<file path="src/rtl/alu_pkg.sv">
// ----------------------------------------------------------------------------
// alu_pkg
// Shared constants for the ALU issue path: ALUctl encodings understood by the
// external 64-bit ALU, RV64 opcode values for the integer R/I formats, and the
// funct3 / funct7 / funct6 field values used to pick an operation.
// ----------------------------------------------------------------------------
package alu_pkg;

   localparam int ALU_XLEN    = 64;
   localparam int ALU_SHAMT_W = 6;

   // ALUctl codes
   localparam logic [3:0] ALU_AND = 4'b0000;
   localparam logic [3:0] ALU_OR  = 4'b0001;
   localparam logic [3:0] ALU_ADD = 4'b0010;
   localparam logic [3:0] ALU_SUB = 4'b0011;
   localparam logic [3:0] ALU_XOR = 4'b0100;
   localparam logic [3:0] ALU_SLL = 4'b0101;
   localparam logic [3:0] ALU_SRA = 4'b0110;
   localparam logic [3:0] ALU_SRL = 4'b0111;

   // Opcodes
   localparam logic [6:0] OP_R = 7'b0110011;
   localparam logic [6:0] OP_I = 7'b0010011;

   // funct3 values
   localparam logic [2:0] F3_ADD_SUB = 3'b000;
   localparam logic [2:0] F3_SLL     = 3'b001;
   localparam logic [2:0] F3_XOR     = 3'b100;
   localparam logic [2:0] F3_SRL_SRA = 3'b101;
   localparam logic [2:0] F3_OR      = 3'b110;
   localparam logic [2:0] F3_AND     = 3'b111;

   // funct7 (R-type) and funct6 (I-type shift) qualifiers
   localparam logic [6:0] F7_BASE = 7'b0000000;
   localparam logic [6:0] F7_ALT  = 7'b0100000;
   localparam logic [5:0] F6_BASE = 6'b000000;
   localparam logic [5:0] F6_ALT  = 6'b010000;

endpackage

</file>
<file path="src/rtl/alu_ctl_decode.sv">
// ----------------------------------------------------------------------------
// alu_ctl_decode
// Purely combinational decode of an RV64 R-type / I-type integer instruction
// into an ALUctl code and the B operand for the ALU.
// Ports:
//   instr   - 32-bit instruction word
//   rs2     - rs2 register value (used by R-type only)
//   ctl     - ALUctl code (ALU_AND when illegal)
//   b       - B operand value (zero when illegal)
//   rd      - destination register field
//   illegal - instruction is not one of the supported ALU operations
// ----------------------------------------------------------------------------
module alu_ctl_decode
   import alu_pkg::*;
#(
   parameter int XLEN    = 64,
   parameter int SHAMT_W = 6
) (
   input  logic [31:0]     instr,
   input  logic [XLEN-1:0] rs2,
   output logic [3:0]      ctl,
   output logic [XLEN-1:0] b,
   output logic [4:0]      rd,
   output logic            illegal
);

   logic [6:0]      opcode;
   logic [2:0]      funct3;
   logic [6:0]      funct7;
   logic [5:0]      funct6;
   logic [XLEN-1:0] imm_sext;
   logic [XLEN-1:0] imm_shamt;
   logic [XLEN-1:0] rs2_shamt;
   logic            unused_rs1_field;

   assign opcode = instr[6:0];
   assign funct3 = instr[14:12];
   assign funct7 = instr[31:25];
   assign funct6 = instr[31:26];
   assign rd     = instr[11:7];

   // rs1 index is resolved upstream at register read; only its value arrives.
   assign unused_rs1_field = ^instr[19:15];

   assign imm_sext  = {{(XLEN-12){instr[31]}}, instr[31:20]};
   assign imm_shamt = {{(XLEN-SHAMT_W){1'b0}}, instr[20+SHAMT_W-1:20]};
   assign rs2_shamt = {{(XLEN-SHAMT_W){1'b0}}, rs2[SHAMT_W-1:0]};

   always_comb begin
      ctl     = ALU_AND;
      b       = '0;
      illegal = 1'b0;

      case (opcode)
         OP_R: begin
            b = rs2;
            case (funct3)
               F3_ADD_SUB: begin
                  if (funct7 == F7_BASE)     ctl = ALU_ADD;
                  else if (funct7 == F7_ALT) ctl = ALU_SUB;
                  else                       illegal = 1'b1;
               end
               F3_AND: begin
                  ctl = ALU_AND;
                  illegal = (funct7 != F7_BASE);
               end
               F3_OR: begin
                  ctl = ALU_OR;
                  illegal = (funct7 != F7_BASE);
               end
               F3_XOR: begin
                  ctl = ALU_XOR;
                  illegal = (funct7 != F7_BASE);
               end
               F3_SLL: begin
                  ctl = ALU_SLL;
                  b   = rs2_shamt;
                  illegal = (funct7 != F7_BASE);
               end
               F3_SRL_SRA: begin
                  b = rs2_shamt;
                  if (funct7 == F7_BASE)     ctl = ALU_SRL;
                  else if (funct7 == F7_ALT) ctl = ALU_SRA;
                  else                       illegal = 1'b1;
               end
               default: illegal = 1'b1;
            endcase
         end
         OP_I: begin
            b = imm_sext;
            case (funct3)
               F3_ADD_SUB: ctl = ALU_ADD;   // no SUBI: funct7 is immediate here
               F3_AND:     ctl = ALU_AND;
               F3_OR:      ctl = ALU_OR;
               F3_XOR:     ctl = ALU_XOR;
               F3_SLL: begin
                  ctl = ALU_SLL;
                  b   = imm_shamt;
                  illegal = (funct6 != F6_BASE);
               end
               F3_SRL_SRA: begin
                  b = imm_shamt;
                  if (funct6 == F6_BASE)     ctl = ALU_SRL;
                  else if (funct6 == F6_ALT) ctl = ALU_SRA;
                  else                       illegal = 1'b1;
               end
               default: illegal = 1'b1;
            endcase
         end
         default: illegal = 1'b1;
      endcase

      // Illegal instructions present a quiet, all-zero ALU request.
      if (illegal) begin
         ctl = ALU_AND;
         b   = '0;
      end
   end

endmodule

</file>
<file path="src/rtl/alu_issue_unit.sv">
// ----------------------------------------------------------------------------
// alu_issue_unit
// Initiator side of the external 64-bit ALU. Instructions with operand values
// arrive over a valid/ready handshake, are decoded into stage D (which drives
// the ALU straight from flops), and the ALU's combinational answer is caught
// in stage R and offered downstream with valid/ready. Full backpressure.
// Ports:
//   clk, rst                         - clock, synchronous active-high reset
//   in_valid/in_ready                - input handshake
//   in_instr, in_rs1, in_rs2         - instruction and operand values
//   alu_ctl, alu_a, alu_b            - request to the external ALU
//   alu_out, alu_zero                - combinational ALU response
//   out_valid/out_ready              - output handshake
//   out_result, out_zero, out_rd,
//   out_illegal                      - captured result fields
// ----------------------------------------------------------------------------
module alu_issue_unit
   import alu_pkg::*;
#(
   parameter int XLEN    = ALU_XLEN,
   parameter int SHAMT_W = ALU_SHAMT_W
) (
   input  logic            clk,
   input  logic            rst,
   input  logic            in_valid,
   output logic            in_ready,
   input  logic [31:0]     in_instr,
   input  logic [XLEN-1:0] in_rs1,
   input  logic [XLEN-1:0] in_rs2,
   output logic [3:0]      alu_ctl,
   output logic [XLEN-1:0] alu_a,
   output logic [XLEN-1:0] alu_b,
   input  logic [XLEN-1:0] alu_out,
   input  logic            alu_zero,
   output logic            out_valid,
   input  logic            out_ready,
   output logic [XLEN-1:0] out_result,
   output logic            out_zero,
   output logic [4:0]      out_rd,
   output logic            out_illegal
);

   // Decoder outputs
   logic [3:0]      dec_ctl;
   logic [XLEN-1:0] dec_b;
   logic [4:0]      dec_rd;
   logic            dec_illegal;

   // Stage D
   logic            d_valid_q;
   logic [3:0]      d_ctl_q;
   logic [XLEN-1:0] d_a_q;
   logic [XLEN-1:0] d_b_q;
   logic [4:0]      d_rd_q;
   logic            d_illegal_q;

   // Stage R
   logic            r_valid_q;
   logic [XLEN-1:0] r_result_q;
   logic            r_zero_q;
   logic [4:0]      r_rd_q;
   logic            r_illegal_q;

   logic r_free;
   logic d_advance;
   logic accept;

   alu_ctl_decode #(
      .XLEN    (XLEN),
      .SHAMT_W (SHAMT_W)
   ) u_decode (
      .instr   (in_instr),
      .rs2     (in_rs2),
      .ctl     (dec_ctl),
      .b       (dec_b),
      .rd      (dec_rd),
      .illegal (dec_illegal)
   );

   assign r_free    = !r_valid_q || out_ready;
   assign d_advance = d_valid_q && r_free;
   assign in_ready  = !rst && (!d_valid_q || r_free);
   assign accept    = in_valid && in_ready;

   // Stage D: payload only changes on accept, so the ALU inputs hold steady
   // while D is empty or stalled.
   always_ff @(posedge clk) begin
      if (rst) begin
         d_valid_q   <= 1'b0;
         d_ctl_q     <= ALU_AND;
         d_a_q       <= '0;
         d_b_q       <= '0;
         d_rd_q      <= '0;
         d_illegal_q <= 1'b0;
      end else if (accept) begin
         d_valid_q   <= 1'b1;
         d_ctl_q     <= dec_ctl;
         d_a_q       <= dec_illegal ? '0 : in_rs1;
         d_b_q       <= dec_b;
         d_rd_q      <= dec_rd;
         d_illegal_q <= dec_illegal;
      end else if (d_advance) begin
         d_valid_q   <= 1'b0;
      end
   end

   // Stage R: capture the ALU answer for whatever D holds as it moves on.
   always_ff @(posedge clk) begin
      if (rst) begin
         r_valid_q   <= 1'b0;
         r_result_q  <= '0;
         r_zero_q    <= 1'b0;
         r_rd_q      <= '0;
         r_illegal_q <= 1'b0;
      end else if (d_advance) begin
         r_valid_q   <= 1'b1;
         r_result_q  <= d_illegal_q ? '0 : alu_out;
         r_zero_q    <= d_illegal_q ? 1'b0 : alu_zero;
         r_rd_q      <= d_rd_q;
         r_illegal_q <= d_illegal_q;
      end else if (out_ready) begin
         r_valid_q   <= 1'b0;
      end
   end

   assign alu_ctl     = d_ctl_q;
   assign alu_a       = d_a_q;
   assign alu_b       = d_b_q;
   assign out_valid   = r_valid_q;
   assign out_result  = r_result_q;
   assign out_zero    = r_zero_q;
   assign out_rd      = r_rd_q;
   assign out_illegal = r_illegal_q;

endmodule

</file>
<file path="config.mk">
export PLATFORM = sky130hd
export DESIGN_NAME = alu_issue_unit
export DESIGN_NICKNAME = d
export VERILOG_FILES = /design/src/rtl/alu_pkg.sv /design/src/rtl/alu_ctl_decode.sv /design/src/rtl/alu_issue_unit.sv
export SDC_FILE = /design/constraint.sdc
export NUM_CORES = 1
export LEC_CHECK = 0
export BUFFER_PORTS_ARGS = -buffer_cell sky130_fd_sc_hd__buf_4
export CAP_MARGIN = 10
export CORE_AREA = 10 10 159 161
export CTS_BUF_LIST = sky130_fd_sc_hd__clkbuf_2
export CTS_CLUSTER_SIZE = 30
export DETAILED_ROUTE_END_ITERATION = 6
export DIE_AREA = 0 0 169 171
export HOLD_SLACK_MARGIN = 0.06
export PLACE_DENSITY = 0.66
export SYNTH_ARGS = -nofsm -noshare
export SYNTH_HDL_FRONTEND = slang
export SYNTH_SLANG_ARGS = --single-unit
</file>
<file path="constraint.sdc">
create_clock -name clk -period 3.1 [get_ports clk]
set_input_delay 0.62 -clock clk [delete_from_list [all_inputs] [get_ports clk]]
set_output_delay 0.62 -clock clk [all_outputs]
set_load 0.01 [all_outputs]
</file>
==> results of run 1 <==
-- worst max path at each step --
stage            startpoint        end  slack, ns
2_1_floorplan  in_instr[13]  alu_a[10]       1.22
3_3_place_gp    in_instr[3]  alu_a[36]       0.73
3_5_place_dp    in_instr[3]  alu_a[18]       0.70
4_1_cts           out_valid   in_ready       0.74
5_1_grt           d_valid_q   in_ready       0.69
6_report                rst   in_ready       0.84
-- area by class of cell --
type	count	area, sq um
clock inverter	15	90.1
sequential	210	4200
fill	1851	8760
timing repair buffer	630	5240
inverter	2	7.51
tap	285	357
multi-input combinational	531	3180
clock buffer	75	375
antenna	6	15.0
-- state kept, by name, indices dropped and copies added (netlist names) --
name         cells
out_zero         1
d_valid_q        1
alu_b           64
out_illegal      1
d_illegal_q      1
alu_a           64
out_rd           5
out_result      64
alu_ctl          3
d_rd_q           5
out_valid        1
-- placed cells by master (no fill, tap or decap), types with 20 or more instances in the layout --
cell type	instances
sky130_fd_sc_hd__a21oi_1	126
sky130_fd_sc_hd__a22o_1	73
sky130_fd_sc_hd__buf_4	438
sky130_fd_sc_hd__clkbuf_2	75
sky130_fd_sc_hd__dfxtp_1	210
sky130_fd_sc_hd__dlygate4sd3_1	189
sky130_fd_sc_hd__nand2_1	142
sky130_fd_sc_hd__nand3b_1	65
sky130_fd_sc_hd__o21ai_0	44
sky130_fd_sc_hd__o21ai_2	20
-- worst max-delay path, stage by stage --
cell                            delay [ns]
sky130_fd_sc_hd__dlygate4sd3_1        0.56
sky130_fd_sc_hd__buf_4                0.18
sky130_fd_sc_hd__nor2_1               0.11
sky130_fd_sc_hd__buf_4                0.16
-- report_power, final --
part	total, W	internal, W	switching [W]	leakage, nW
sequential	0.00278	0.00275	0.0000309	1.70
combinational	0.000837	0.000489	0.000347	3.96
clock	0.00185	0.000732	0.00112	0.362
total	0.00546	0.00397	0.00149	6.02
-- synthesized netlist by cell type, types with 2 or more instances --
library cell               count  area, sq um
sky130_fd_sc_hd__a21oi_1     126          631
sky130_fd_sc_hd__a22o_1       73          639
sky130_fd_sc_hd__and2_1        2         12.5
sky130_fd_sc_hd__and3b_1       3         26.3
sky130_fd_sc_hd__buf_2        12         60.1
sky130_fd_sc_hd__buf_4         3         22.5
sky130_fd_sc_hd__buf_6        10          113
sky130_fd_sc_hd__clkbuf_1     51          191
sky130_fd_sc_hd__dfxtp_1     210         4200
sky130_fd_sc_hd__inv_1         2         7.51
sky130_fd_sc_hd__mux2_2        6         67.6
sky130_fd_sc_hd__mux2i_1       5         50.1
sky130_fd_sc_hd__nand2_1     143          537
sky130_fd_sc_hd__nand2b_1      8         50.1
sky130_fd_sc_hd__nand3b_1     65          488
sky130_fd_sc_hd__nor2_1        9         33.8
sky130_fd_sc_hd__nor2b_1       2         12.5
sky130_fd_sc_hd__nor3_1        2         10.0
sky130_fd_sc_hd__nor3b_1       2         15.0
sky130_fd_sc_hd__o211ai_1      2         15.0
sky130_fd_sc_hd__o21ai_0      44          220
sky130_fd_sc_hd__o21ai_2      20          175
-- metrics by stage --
stage | power, W | util
floorplan | 0.00309 | -
global placement | 0.00345 | 0.499
detailed placement | 0.00346 | 0.499
CTS | 0.00552 | 0.605
global route | 0.00574 | 0.606
finish | 0.00546 | 0.606
-- cell families (layout without fill, tap and decap cells) --
logic type,after synthesis,in the layout,share of synthesized area
compound gates,274,274,0.227
buf+inv,79,722,0.0513
flops,210,210,0.542
mux,11,11,0.0152
other cells,1,7,0.000483
simple gates,245,245,0.164
-- layer usage --
layer  share of wire  vias up  GRT usage
met1            0.38     3925      0.230
met4           0.025        0     0.0799
met2            0.49      376      0.360
met5               0        -          0
met3            0.11       58     0.0964
li1                -     4123          -
-- repair_timing --
| action | CTS | global route |
|---|---|---|
| buffers inserted | 0 | 0 |
| endpoints found under the hold margin | 188 | 0 |
| hold buffers | 189 | 0 |
==> impl_metrics.prom, run 1 <==
# TYPE chip_impl_metric gauge
chip_impl_info{name="r2r_start",value="out_valid"} 1
chip_impl_info{name="holdPathEnd",value="out_result[3]"} 1
chip_impl_metric{name="initialDrtViolationCount",unit=""} 621
chip_impl_metric{name="grt_pass1_vias",unit=""} 8936
chip_impl_metric{name="worst_r2r_path_depth",unit=""} 5
chip_impl_metric{name="std_cell_rows",unit=""} 55
chip_impl_metric{name="maximum_number_of_pins_on_one_net_before_global_route_repair",unit=""} 74
chip_impl_metric{name="yosysSeqAreaShare",unit=""} 0.542
chip_impl_metric{name="worst_slack",unit="ns"} 0.837
chip_impl_metric{name="reg2reg_slack",unit="ns"} 1.13
chip_impl_metric{name="pwr_density_cell",unit="nW/um^2"} 406
chip_impl_metric{name="finalSetupViolations",unit=""} 0
chip_impl_metric{name="final_max_slew_viol_count",unit=""} 0
chip_impl_metric{name="final.setup.tns",unit="ns"} 0
chip_impl_metric{name="p_leak",unit="nW"} 6.02
chip_impl_info{name="ys_dominant_reg_cell",value="sky130_fd_sc_hd__dfxtp_1"} 1
chip_impl_metric{name="synth.ff_latch_count",unit=""} 210
chip_impl_info{name="root_cell_of_the_clock_tree",value="sky130_fd_sc_hd__clkbuf_2"} 1
chip_impl_metric{name="place_area",unit="sq um"} 11100
chip_impl_metric{name="max_cap_violations",unit=""} 0
chip_impl_metric{name="areaGrowthSynthToFinish",unit="%"} 73.5
chip_impl_metric{name="cts_made_buffers",unit=""} 54
chip_impl_metric{name="top_level_ports",unit=""} 434
chip_impl_metric{name="wl_per_cell",unit="um"} 19.1
chip_impl_metric{name="period_needed",unit="ns"} 2.26
chip_impl_metric{name="remaining_drc_errors",unit=""} 0
chip_impl_metric{name="asyncSetResetFlopFracSynth",unit=""} 0
chip_impl_info{name="rsz0062_at_grt",value="no"} 1
chip_impl_metric{name="maximum_clock_frequency",unit="MHz"} 442
chip_impl_metric{name="tightest_slew",unit="ns"} 0.900
chip_impl_metric{name="die_x",unit="um"} 169
chip_impl_metric{name="route.vias.total",unit=""} 8482
chip_impl_metric{name="detailed_routing_iteration_count_for_the_pre_antenna_repair_pass",unit=""} 5
chip_impl_metric{name="clock_skews",unit="ns"} 0.0496
chip_impl_metric{name="fin_area",unit="sq um"} 13500
chip_impl_info{name="run_status",value="finished clean"} 1
chip_impl_metric{name="grt_first_pass_wirelength",unit="um"} 49900
chip_impl_metric{name="gp_routability_congestion",unit=""} 0.828
chip_impl_metric{name="layout.nets",unit=""} 1658
chip_impl_metric{name="timing.max_slew.rel_slack",unit=""} 0.398
chip_impl_metric{name="die_area",unit="sq um"} 28900
chip_impl_metric{name="clk_latency",unit="ns"} 0.80
chip_impl_metric{name="worst-endpoint-arrival",unit="ns"} 1.64
chip_impl_metric{name="min_period_over_period",unit=""} 0.730
chip_impl_metric{name="dpl.hpwl",unit="um"} 22200
chip_impl_metric{name="postSynthCellCount",unit=""} 820
chip_impl_metric{name="number_of_cells_after_detailed_placement",unit=""} 1469
chip_impl_metric{name="hold-path-cell-count",unit=""} 3
chip_impl_metric{name="ctsResizeCount",unit=""} 0
chip_impl_metric{name="worst_setup_hold_path_clk_slew",unit="ns"} 0.09
chip_impl_metric{name="route.antenna.remaining_nets",unit=""} 0
chip_impl_info{name="worstHoldStart",value="alu_out[3]"} 1
chip_impl_info{name="cts_tree",value="done"} 1
chip_impl_metric{name="final-instance-count-excl-fill",unit=""} 1754
chip_impl_metric{name="synth-edff-count",unit=""} 0
chip_impl_info{name="reg2reg_to",value="alu_a[34]"} 1
chip_impl_metric{name="gr-total-overflow",unit=""} 0
chip_impl_metric{name="wirelength",unit="um"} 33500
chip_impl_metric{name="grt_total_usage",unit=""} 0.213
chip_impl_metric{name="cts-root-to-sink-buffers",unit=""} 3
chip_impl_info{name="setup.worst_path.class",value="in -> out"} 1
chip_impl_metric{name="initial_antenna_violation_count",unit=""} 4
chip_impl_info{name="crit_path_start_kind",value="primary input"} 1
chip_impl_metric{name="critical_path_fanouts_max",unit=""} 10
chip_impl_metric{name="yosys.cell_types.count",unit=""} 42
chip_impl_metric{name="synth_area_per_cell",unit="sq um"} 9.46
chip_impl_metric{name="timing.hold.ws",unit="ns"} 0.151
chip_impl_metric{name="synth_warnings",unit=""} 0
chip_impl_metric{name="drt-vias-per-instance",unit=""} 4.84
chip_impl_metric{name="core_footprint",unit="sq um"} 22200
chip_impl_metric{name="post_route_cells_drive_above_1_share",unit=""} 0.383
chip_impl_info{name="timing.hold.worst.class",value="in -> reg"} 1
chip_impl_metric{name="preCtsSetupSlack",unit="ns"} 0.697
chip_impl_metric{name="cts-htree-levels",unit=""} 2
chip_impl_info{name="worstSetupEndpointType",value="output port"} 1
chip_impl_metric{name="fp.dieH",unit="um"} 171
chip_impl_metric{name="syn_area",unit="sq um"} 7760
chip_impl_metric{name="numPortBuffers",unit=""} 427
chip_impl_metric{name="clkSinkCount",unit=""} 210
chip_impl_metric{name="required",unit="ns"} 2.48
chip_impl_metric{name="hold_violations",unit=""} 0
chip_impl_metric{name="start_util",unit=""} 0.349
chip_impl_metric{name="mappedNetlistNets",unit=""} 1049
chip_impl_metric{name="vdd.ir_drop.worst",unit="V"} 0.000286
(Power assumes the default switching activity.)
==> inputs of run 2 (changes only) <==
--- a/config.mk
+++ b/config.mk
@@ -5,15 +5,16 @@
 export SDC_FILE = /design/constraint.sdc
 export NUM_CORES = 1
 export LEC_CHECK = 0
+export ABC_AREA = 1
 export BUFFER_PORTS_ARGS = -buffer_cell sky130_fd_sc_hd__buf_4
 export CAP_MARGIN = 10
-export CORE_AREA = 10 10 159 161
+export CORE_AREA = 10 10 160 162
 export CTS_BUF_LIST = sky130_fd_sc_hd__clkbuf_2
 export CTS_CLUSTER_SIZE = 30
 export DETAILED_ROUTE_END_ITERATION = 6
-export DIE_AREA = 0 0 169 171
+export DIE_AREA = 0 0 170 172
 export HOLD_SLACK_MARGIN = 0.06
-export PLACE_DENSITY = 0.66
+export PLACE_DENSITY = 0.68
 export SYNTH_ARGS = -nofsm -noshare
 export SYNTH_HDL_FRONTEND = slang
 export SYNTH_SLANG_ARGS = --single-unit
==> constraint.sdc (replaced) <==
create_clock -name clk -period 2.2 [get_ports clk]
set_input_delay 0.44 -clock clk [delete_from_list [all_inputs] [get_ports clk]]
set_output_delay 0.44 -clock clk [all_outputs]
set_load 0.01 [all_outputs]
==> run 2 against run 1 <==
Setup slack got worse by 0.72 ns. Clock skew up 0.025 ns. Synthesized cell count is 39% higher. Core utilization up 5.0 points. Global-route usage grew 2.3 points. Hold slack got worse by 0.016 ns. Sequential power increased by 45%. Via count is 20% higher. Final area up 8.9%.
==> impl_metrics.prom, run 2 <==
# TYPE chip_impl_metric gauge
chip_impl_info{name="setup.worst_path.class",value="in -> reg"} 1
chip_impl_metric{name="wl_per_cell",unit="um"} 17.4
chip_impl_metric{name="yosysSeqAreaShare",unit=""} 0.505
chip_impl_info{name="crit_path_start_kind",value="primary input"} 1
chip_impl_metric{name="post-cts-setup-buffer-count",unit=""} 0
chip_impl_metric{name="final-instance-count-excl-fill",unit=""} 2124
chip_impl_metric{name="netlist.area_leader.share",unit=""} 0.505
chip_impl_info{name="yosys-top-cells-area",value="sky130_fd_sc_hd__dfxtp_1 51%, sky130_fd_sc_hd__nand2_1 15%, sky130_fd_sc_hd__nor2_1 12%, sky130_fd_sc_hd__a22oi_1 5.9%, sky130_fd_sc_hd__o22ai_1 4.0%"} 1
chip_impl_metric{name="grt_first_pass_wirelength",unit="um"} 56000
chip_impl_metric{name="min_period_over_period",unit=""} 0.946
chip_impl_metric{name="synth_area_per_cell",unit="sq um"} 7.31
chip_impl_metric{name="final.setup.tns",unit="ns"} 0
chip_impl_metric{name="route.vias.total",unit=""} 10200
chip_impl_info{name="worstSetupEndpointType",value="flip-flop"} 1
chip_impl_info{name="r2r_start",value="d_valid_q"} 1
chip_impl_metric{name="synth-edff-count",unit=""} 0
chip_impl_metric{name="number_of_cells_after_detailed_placement",unit=""} 1800
chip_impl_metric{name="asyncSetResetFlopFracSynth",unit=""} 0
chip_impl_metric{name="pwr_density_cell",unit="nW/um^2"} 577
chip_impl_metric{name="place_area",unit="sq um"} 11900
chip_impl_metric{name="route.antenna.remaining_nets",unit=""} 0
chip_impl_metric{name="fin_area",unit="sq um"} 14700
chip_impl_metric{name="synth.ff_latch_count",unit=""} 210
chip_impl_metric{name="layout.nets",unit=""} 2022
chip_impl_metric{name="detailed_routing_iteration_count_for_the_pre_antenna_repair_pass",unit=""} 7
chip_impl_metric{name="period_needed",unit="ns"} 2.08
chip_impl_metric{name="hold-path-cell-count",unit=""} 4
chip_impl_info{name="timing.critical_path.mode_cell",value="sky130_fd_sc_hd__dlygate4sd3_1"} 1
chip_impl_metric{name="hold_violations",unit=""} 0
chip_impl_info{name="ys_dominant_reg_cell",value="sky130_fd_sc_hd__dfxtp_1"} 1
chip_impl_metric{name="die_area",unit="sq um"} 29200
chip_impl_metric{name="numPortBuffers",unit=""} 427
chip_impl_metric{name="clk_latency",unit="ns"} 0.83
chip_impl_metric{name="cts-root-to-sink-buffers",unit=""} 3
chip_impl_metric{name="mappedNetlistNets",unit=""} 1368
chip_impl_metric{name="multi_input_comb_area",unit="sq um"} 3490
chip_impl_metric{name="dpl.hpwl",unit="um"} 23300
chip_impl_metric{name="grt_pass1_vias",unit=""} 10600
chip_impl_metric{name="gp_routability_congestion",unit=""} 0.837
chip_impl_metric{name="cts-htree-levels",unit=""} 2
chip_impl_metric{name="initial_antenna_violation_count",unit=""} 7
chip_impl_info{name="reg2reg_to",value="alu_b[5]"} 1
chip_impl_metric{name="max_cap_violations",unit=""} 0
chip_impl_info{name="cells_along_the_critical_path",value="dlygate4sd3_1 -> buf_4 -> nor3_2 -> dlygate4sd3_1 -> nand2_1 -> nand3_1 -> dlygate4sd3_1 -> nand2_1 -> a21oi_1"} 1
chip_impl_metric{name="core_footprint",unit="sq um"} 22400
chip_impl_metric{name="yosys.cell_types.count",unit=""} 25
chip_impl_metric{name="tightest_slew",unit="ns"} 0.805
chip_impl_info{name="most_used_cells_in_the_layout_excluding_fill_and_tap_cells",value="442 x sky130_fd_sc_hd__buf_4, 321 x sky130_fd_sc_hd__nand2_1, 264 x sky130_fd_sc_hd__nor2_1"} 1
chip_impl_metric{name="start_util",unit=""} 0.372
chip_impl_info{name="critPathSlowestCell",value="sky130_fd_sc_hd__dlygate4sd3_1"} 1
chip_impl_metric{name="worst_r2r_path_depth",unit=""} 9
chip_impl_metric{name="remaining_drc_errors",unit=""} 0
chip_impl_info{name="rsz0062_at_grt",value="no"} 1
chip_impl_metric{name="worst-endpoint-arrival",unit="ns"} 2.83
chip_impl_metric{name="wirelength",unit="um"} 36900
chip_impl_metric{name="cts_made_buffers",unit=""} 55
chip_impl_metric{name="postSynthCellCount",unit=""} 1139
chip_impl_metric{name="sequential_cell_area_in_the_final_layout",unit="sq um"} 4210
chip_impl_metric{name="worst_setup_hold_path_clk_slew",unit="ns"} 0.10
chip_impl_metric{name="post_route_cells_drive_above_1_share",unit=""} 0.308
chip_impl_info{name="cts_tree",value="done"} 1
chip_impl_metric{name="top_level_ports",unit=""} 434
chip_impl_metric{name="syn_area",unit="sq um"} 8320
chip_impl_metric{name="gr-total-overflow",unit=""} 0
chip_impl_metric{name="maximum_clock_frequency",unit="MHz"} 480
chip_impl_metric{name="vdd.ir_drop.worst",unit="V"} 0.000392
chip_impl_metric{name="std_cell_rows",unit=""} 55
chip_impl_metric{name="drt-vias-per-instance",unit=""} 4.78
chip_impl_metric{name="initialDrtViolationCount",unit=""} 595
chip_impl_metric{name="reg2reg_slack",unit="ns"} 0.27
chip_impl_metric{name="required",unit="ns"} 2.95
chip_impl_metric{name="slowest_delay",unit="ns"} 0.59
chip_impl_metric{name="finalSetupViolations",unit=""} 0
chip_impl_info{name="run_status",value="finished clean"} 1
chip_impl_info{name="synth_most_common_cell",value="sky130_fd_sc_hd__nand2_1"} 1
chip_impl_info{name="holdPathEnd",value="alu_b[53]"} 1
chip_impl_info{name="worstHoldStart",value="rst"} 1
chip_impl_metric{name="fp.dieH",unit="um"} 172
chip_impl_metric{name="timing.max_slew.rel_slack",unit=""} 0.463
chip_impl_metric{name="maximum_number_of_pins_on_one_net_before_global_route_repair",unit=""} 88
chip_impl_info{name="root_cell_of_the_clock_tree",value="sky130_fd_sc_hd__clkbuf_2"} 1
chip_impl_metric{name="critical_path_fanouts_max",unit=""} 3
chip_impl_info{name="synth_area_leader_cell",value="sky130_fd_sc_hd__dfxtp_1"} 1
chip_impl_info{name="timing.hold.worst.class",value="in -> reg"} 1
chip_impl_metric{name="p_leak",unit="nW"} 7.29
chip_impl_info{name="synth.cells.most_frequent",value="323 x sky130_fd_sc_hd__nand2_1, 265 x sky130_fd_sc_hd__nor2_1, 210 x sky130_fd_sc_hd__dfxtp_1"} 1
chip_impl_metric{name="die_x",unit="um"} 170
chip_impl_metric{name="synth_warnings",unit=""} 0
chip_impl_info{name="layout_commonest_cell",value="sky130_fd_sc_hd__buf_4"} 1
chip_impl_metric{name="clkSinkCount",unit=""} 210
chip_impl_metric{name="clock_skews",unit="ns"} 0.0742
chip_impl_metric{name="areaGrowthSynthToFinish",unit="%"} 76.2
chip_impl_metric{name="grt_total_usage",unit=""} 0.236
chip_impl_metric{name="n_fill_cell",unit=""} 1773
chip_impl_metric{name="final_max_slew_viol_count",unit=""} 0
## run 2: repair_timing
action,in CTS,in global routing
hold endpoints to repair,202,0
hold buffers,220,0
gates resized for setup,0,3
endpoints found under the setup margin,0,3
## run 2: how the worst max path moves through the flow
| stage | startpoint | to | cells past startpoint |
|---|---|---|---|
| after floorplan | rst | alu_b[0] | 9 |
| after global placement | in_instr[13] | alu_b[1] | 12 |
| after detailed placement | in_instr[26] | alu_b[4] | 13 |
| after CTS | out_valid | in_ready | 4 |
| after global routing | out_valid | in_ready | 4 |
| final | in_instr[13] | alu_ctl[1] | 9 |
## run 2: kinds of logic (layout without fill, tap and decap cells)
| family | Yosys count | after routing | synth area share |
|---|---|---|---|
| AO/OA/AOI/OAI | 151 | 151 | 0.121 |
| buffers and inverters | 151 | 844 | 0.0782 |
| multiplexers | 5 | 5 | 0.00601 |
| flip-flops | 210 | 210 | 0.505 |
| AND/OR/NAND/NOR | 621 | 621 | 0.289 |
| other | 1 | 8 | 0.000451 |
## run 2: power by group
group	internal [W]	switching (W)	leakage [nW]
clock	0.00122	0.00167	0.395
sequential	0.00394	0.0000770	1.71
combinational	0.000869	0.000695	5.19
total	0.00603	0.00244	7.29
## run 2: final cells by class
cell class / instances / share of cell area
well taps: 285 / 0.0243
flip-flops and latches: 210 / 0.287
inverters: 73 / 0.0190
clock buffers: 81 / 0.0276
diodes: 7 / 0.00119
clock inverters: 15 / 0.00811
multi-input cells: 778 / 0.238
repair buffers: 675 / 0.395
## run 2: through the flow
step | hold slack (ns) | setup slack (ns) | util | power, W
after global placement | 0.449 | 0.248 | 0.531 | 0.00529
final | 0.135 | 0.119 | 0.656 | 0.00847
after detailed placement | 0.457 | 0.200 | 0.531 | 0.00531
after global routing | 0.0844 | 0.00604 | 0.656 | 0.00890
after floorplan | 0.440 | 0.616 | - | 0.00462
after CTS | 0.0638 | 0.0144 | 0.653 | 0.00850
## run 2: worst max-delay path, delay by kind of cell
kind	cells	cell delay, ns
compound gates	1	0.11
simple gates	4	0.42
buf+inv	4	1.86
## run 2: per-layer routing
layer / part of all wire / track usage / routed length, um
met5: 0 / 0 / 0
met2: 0.48 / 0.410 / 17800
met1: 0.37 / 0.245 / 13500
met3: 0.10 / 0.0912 / 3830
met4: 0.046 / 0.120 / 1710
==> inputs of run 3 (changes only) <==
--- a/config.mk
+++ b/config.mk
@@ -8,13 +8,13 @@
 export ABC_AREA = 1
 export BUFFER_PORTS_ARGS = -buffer_cell sky130_fd_sc_hd__buf_4
 export CAP_MARGIN = 10
-export CORE_AREA = 10 10 160 162
+export CORE_ASPECT_RATIO = 0.7
+export CORE_MARGIN = 10
+export CORE_UTILIZATION = 28
 export CTS_BUF_LIST = sky130_fd_sc_hd__clkbuf_2
 export CTS_CLUSTER_SIZE = 30
 export DETAILED_ROUTE_END_ITERATION = 6
-export DIE_AREA = 0 0 170 172
 export HOLD_SLACK_MARGIN = 0.06
-export PLACE_DENSITY = 0.68
 export SYNTH_ARGS = -nofsm -noshare
 export SYNTH_HDL_FRONTEND = slang
 export SYNTH_SLANG_ARGS = --single-unit
==> run 3 against run 2 <==
Sequential share of layout area down 0.078 points. Global-route usage down 4.7 points. Power down 0.57%. Core utilization down 15 points. First-iteration DRC count up 15%. Cell count up 4.2%. Setup slack worse by 0.10 ns. Sequential power about the same. Critical path depth up 2. Clock skew down 0.033 ns. Largest power group unchanged.
==> impl_metrics.prom, run 3 (synthesis results as in run 2) <==
# TYPE chip_impl_metric gauge
chip_impl_info{name="most_used_cells_in_the_layout_excluding_fill_and_tap_cells",value="437 x sky130_fd_sc_hd__buf_4, 321 x sky130_fd_sc_hd__nand2_1, 264 x sky130_fd_sc_hd__nor2_1"} 1
chip_impl_metric{name="grt_first_pass_wirelength",unit="um"} 56200
chip_impl_metric{name="drt-vias-per-instance",unit=""} 4.50
chip_impl_metric{name="die_x",unit="um"} 226
chip_impl_metric{name="route.antenna.remaining_nets",unit=""} 0
chip_impl_metric{name="power_switching_share",unit=""} 0.286
chip_impl_metric{name="report.power.total",unit="W"} 0.00842
chip_impl_info{name="reg2reg_to",value="alu_a[54]"} 1
chip_impl_metric{name="routed-wl-met3",unit="um"} 2700
chip_impl_metric{name="wl_per_cell",unit="um"} 16.9
chip_impl_metric{name="fp.dieH",unit="um"} 164
chip_impl_metric{name="std_cell_rows",unit=""} 52
chip_impl_info{name="critical_path_capture_point",value="alu_ctl[0]"} 1
chip_impl_info{name="layout_commonest_cell",value="sky130_fd_sc_hd__buf_4"} 1
chip_impl_metric{name="start_util",unit=""} 0.286
chip_impl_metric{name="areaGrowthSynthToFinish",unit="%"} 76.7
chip_impl_info{name="r2r_start",value="d_valid_q"} 1
chip_impl_metric{name="layout.nets",unit=""} 2022
chip_impl_metric{name="final_max_slew_viol_count",unit=""} 0
chip_impl_info{name="rsz0062_at_grt",value="no"} 1
chip_impl_metric{name="n_fill_cell",unit=""} 2798
chip_impl_metric{name="remaining_drc_errors",unit=""} 0
chip_impl_metric{name="seq_power_share",unit=""} 0.477
chip_impl_metric{name="pwr_density_cell",unit="nW/um^2"} 573
chip_impl_metric{name="final.setup.tns",unit="ns"} 0
chip_impl_metric{name="cts-root-to-sink-buffers",unit=""} 3
chip_impl_metric{name="finalSetupViolations",unit=""} 0
chip_impl_info{name="timing.critical_path.max_delay_family",value="buffers and inverters"} 1
chip_impl_metric{name="clock_skews",unit="ns"} 0.0409
chip_impl_metric{name="cts_made_buffers",unit=""} 55
chip_impl_metric{name="hold_violations",unit=""} 0
chip_impl_info{name="cts_tree",value="done"} 1
chip_impl_metric{name="cts-htree-levels",unit=""} 2
chip_impl_metric{name="vdd.ir_drop.worst",unit="V"} 0.000345
chip_impl_metric{name="grt_pass1_vias",unit=""} 10100
chip_impl_metric{name="timing.max_slew.rel_slack",unit=""} 0.419
chip_impl_metric{name="wirelength",unit="um"} 37400
chip_impl_metric{name="critical_path_depth",unit=""} 11
chip_impl_metric{name="power.clock.fraction",unit=""} 0.340
chip_impl_metric{name="path_buf_inv",unit=""} 4
chip_impl_metric{name="maximum_number_of_pins_on_one_net_before_global_route_repair",unit=""} 88
chip_impl_metric{name="worst_r2r_path_depth",unit=""} 10
chip_impl_metric{name="wl_met2",unit="um"} 18500
chip_impl_metric{name="clkSinkCount",unit=""} 210
chip_impl_metric{name="wl_met1",unit="um"} 14900
chip_impl_metric{name="power_report.internal_total",unit="W"} 0.00601
chip_impl_metric{name="preCtsSetupSlack",unit="ns"} -0.0140
chip_impl_metric{name="timing.hold.ws",unit="ns"} 0.265
chip_impl_info{name="critPathSlowestCell",value="sky130_fd_sc_hd__dlygate4sd3_1"} 1
chip_impl_metric{name="worst-endpoint-arrival",unit="ns"} 2.93
chip_impl_metric{name="critical_path_fanouts_max",unit=""} 3
chip_impl_metric{name="power.share.combinational",unit=""} 0.183
chip_impl_info{name="crit_path_start",value="in_instr[13]"} 1
chip_impl_info{name="timing.hold.worst.class",value="in -> reg"} 1
chip_impl_metric{name="post_route_cells_drive_above_1_share",unit=""} 0.301
chip_impl_metric{name="reg2reg_slack",unit="ns"} 0.14
chip_impl_metric{name="netSwitchingPower",unit="W"} 0.00241
chip_impl_metric{name="maximum_clock_frequency",unit="MHz"} 458
chip_impl_metric{name="required",unit="ns"} 2.94
chip_impl_metric{name="core_footprint",unit="sq um"} 29100
chip_impl_metric{name="max_cap_violations",unit=""} 0
chip_impl_metric{name="initialDrtViolationCount",unit=""} 682
chip_impl_metric{name="numPortBuffers",unit=""} 427
chip_impl_metric{name="die_area",unit="sq um"} 37100
chip_impl_metric{name="tightest_slew",unit="ns"} 0.872
chip_impl_info{name="crit_path_start_kind",value="primary input"} 1
chip_impl_metric{name="p_leak",unit="nW"} 7.26
chip_impl_metric{name="worst_setup_hold_path_clk_slew",unit="ns"} 0.09
chip_impl_info{name="cells_along_the_critical_path",value="dlygate4sd3_1 -> buf_4 -> nor3_2 -> dlygate4sd3_1 -> nand3_1 -> nand3_1 -> dlygate4sd3_1 -> nand2_1 -> nand2_1 -> o21ai_0 -> nor2_1"} 1
chip_impl_metric{name="top_level_ports",unit=""} 434
chip_impl_info{name="run_status",value="finished clean"} 1
chip_impl_metric{name="grt_total_usage",unit=""} 0.190
chip_impl_info{name="setup.worst_path.class",value="in -> reg"} 1
chip_impl_metric{name="gp_routability_congestion",unit=""} 0.904
chip_impl_metric{name="detailed_routing_iteration_count_for_the_pre_antenna_repair_pass",unit=""} 5
chip_impl_metric{name="min_period_over_period",unit=""} 0.992
chip_impl_metric{name="gr-total-overflow",unit=""} 0
chip_impl_info{name="highest_signal_layer",value="met4"} 1
chip_impl_metric{name="clk_latency",unit="ns"} 0.84
chip_impl_metric{name="worst_slack",unit="ns"} 0.0167
chip_impl_info{name="root_cell_of_the_clock_tree",value="sky130_fd_sc_hd__clkbuf_2"} 1
chip_impl_metric{name="initial_antenna_violation_count",unit=""} 4
chip_impl_metric{name="period_needed",unit="ns"} 2.18
chip_impl_info{name="timing.critical_path.mode_cell",value="sky130_fd_sc_hd__dlygate4sd3_1"} 1
chip_impl_info{name="worstSetupEndpointType",value="flip-flop"} 1
chip_impl_metric{name="slowest_delay",unit="ns"} 0.60
chip_impl_metric{name="dpl.hpwl",unit="um"} 24900
chip_impl_metric{name="route.vias.total",unit=""} 9957
run 3: how the worst min path moves through the flow:
stage                             from     endpoint  slack, ns  depth (start not counted)
after global placement       d_rd_q[1]    d_rd_q[1]       0.45                          2
after detailed placement     d_rd_q[1]    d_rd_q[1]       0.46                          2
after floorplan              d_rd_q[0]    d_rd_q[0]       0.44                          2
final                     in_instr[27]   alu_ctl[0]       0.26                          8
after CTS                 in_instr[14]   alu_ctl[2]       0.09                          7
after global routing       in_instr[4]  d_illegal_q       0.19                          7
run 3: timing repair:
item | CTS | global route
hold endpoints to repair | 209 | 0
resized for setup | 1 | 4
endpoints found under the setup margin | 1 | 11
buffers inserted | 0 | 1
hold buffers | 231 | 0
run 3: stage by stage:
step	cells	instance area [sq um]	utilization
2_1_floorplan	1139	8320	-
3_3_place_gp	1882	11800	0.407
3_5_place_dp	1882	11800	0.407
4_1_cts	2209	14700	0.504
5_1_grt	2214	14700	0.506
6_report	2214	14700	0.506
run 3: layer usage:
layer,track usage,vias to the layer above
met5,0,-
met4,0.0821,0
met3,0.0560,93
met2,0.325,335
met1,0.217,4580
li1,-,4949
run 3: power by group through the flow:
stage                     Sequential [W]  Combinational, W  Clock [W]
after floorplan                  0.00416          0.000463          0
after global placement           0.00410           0.00119          0
after detailed placement         0.00410           0.00120          0
after CTS                        0.00402           0.00153    0.00304
after global routing             0.00404           0.00167    0.00322
final                            0.00402           0.00154    0.00286
run 3: worst register-to-register path, delay by kind of cell (launching register included):
kind	cells	cell delay, ns
buffers and inverters	3	0.95
and+or+nand+nor	7	0.67
DFF	1	0.36
run 3: cell type report:
type | instances | area, sq um | share of cell area
timing repair buffer | 675 | 5730 | 0.390
multi-input combinational | 778 | 3490 | 0.237
tap | 378 | 473 | 0.0322
clock inverter | 14 | 106 | 0.00723
sequential | 210 | 4210 | 0.286
clock buffer | 82 | 410 | 0.0279
antenna | 4 | 10.0 | 0.000681
inverter | 73 | 279 | 0.0190
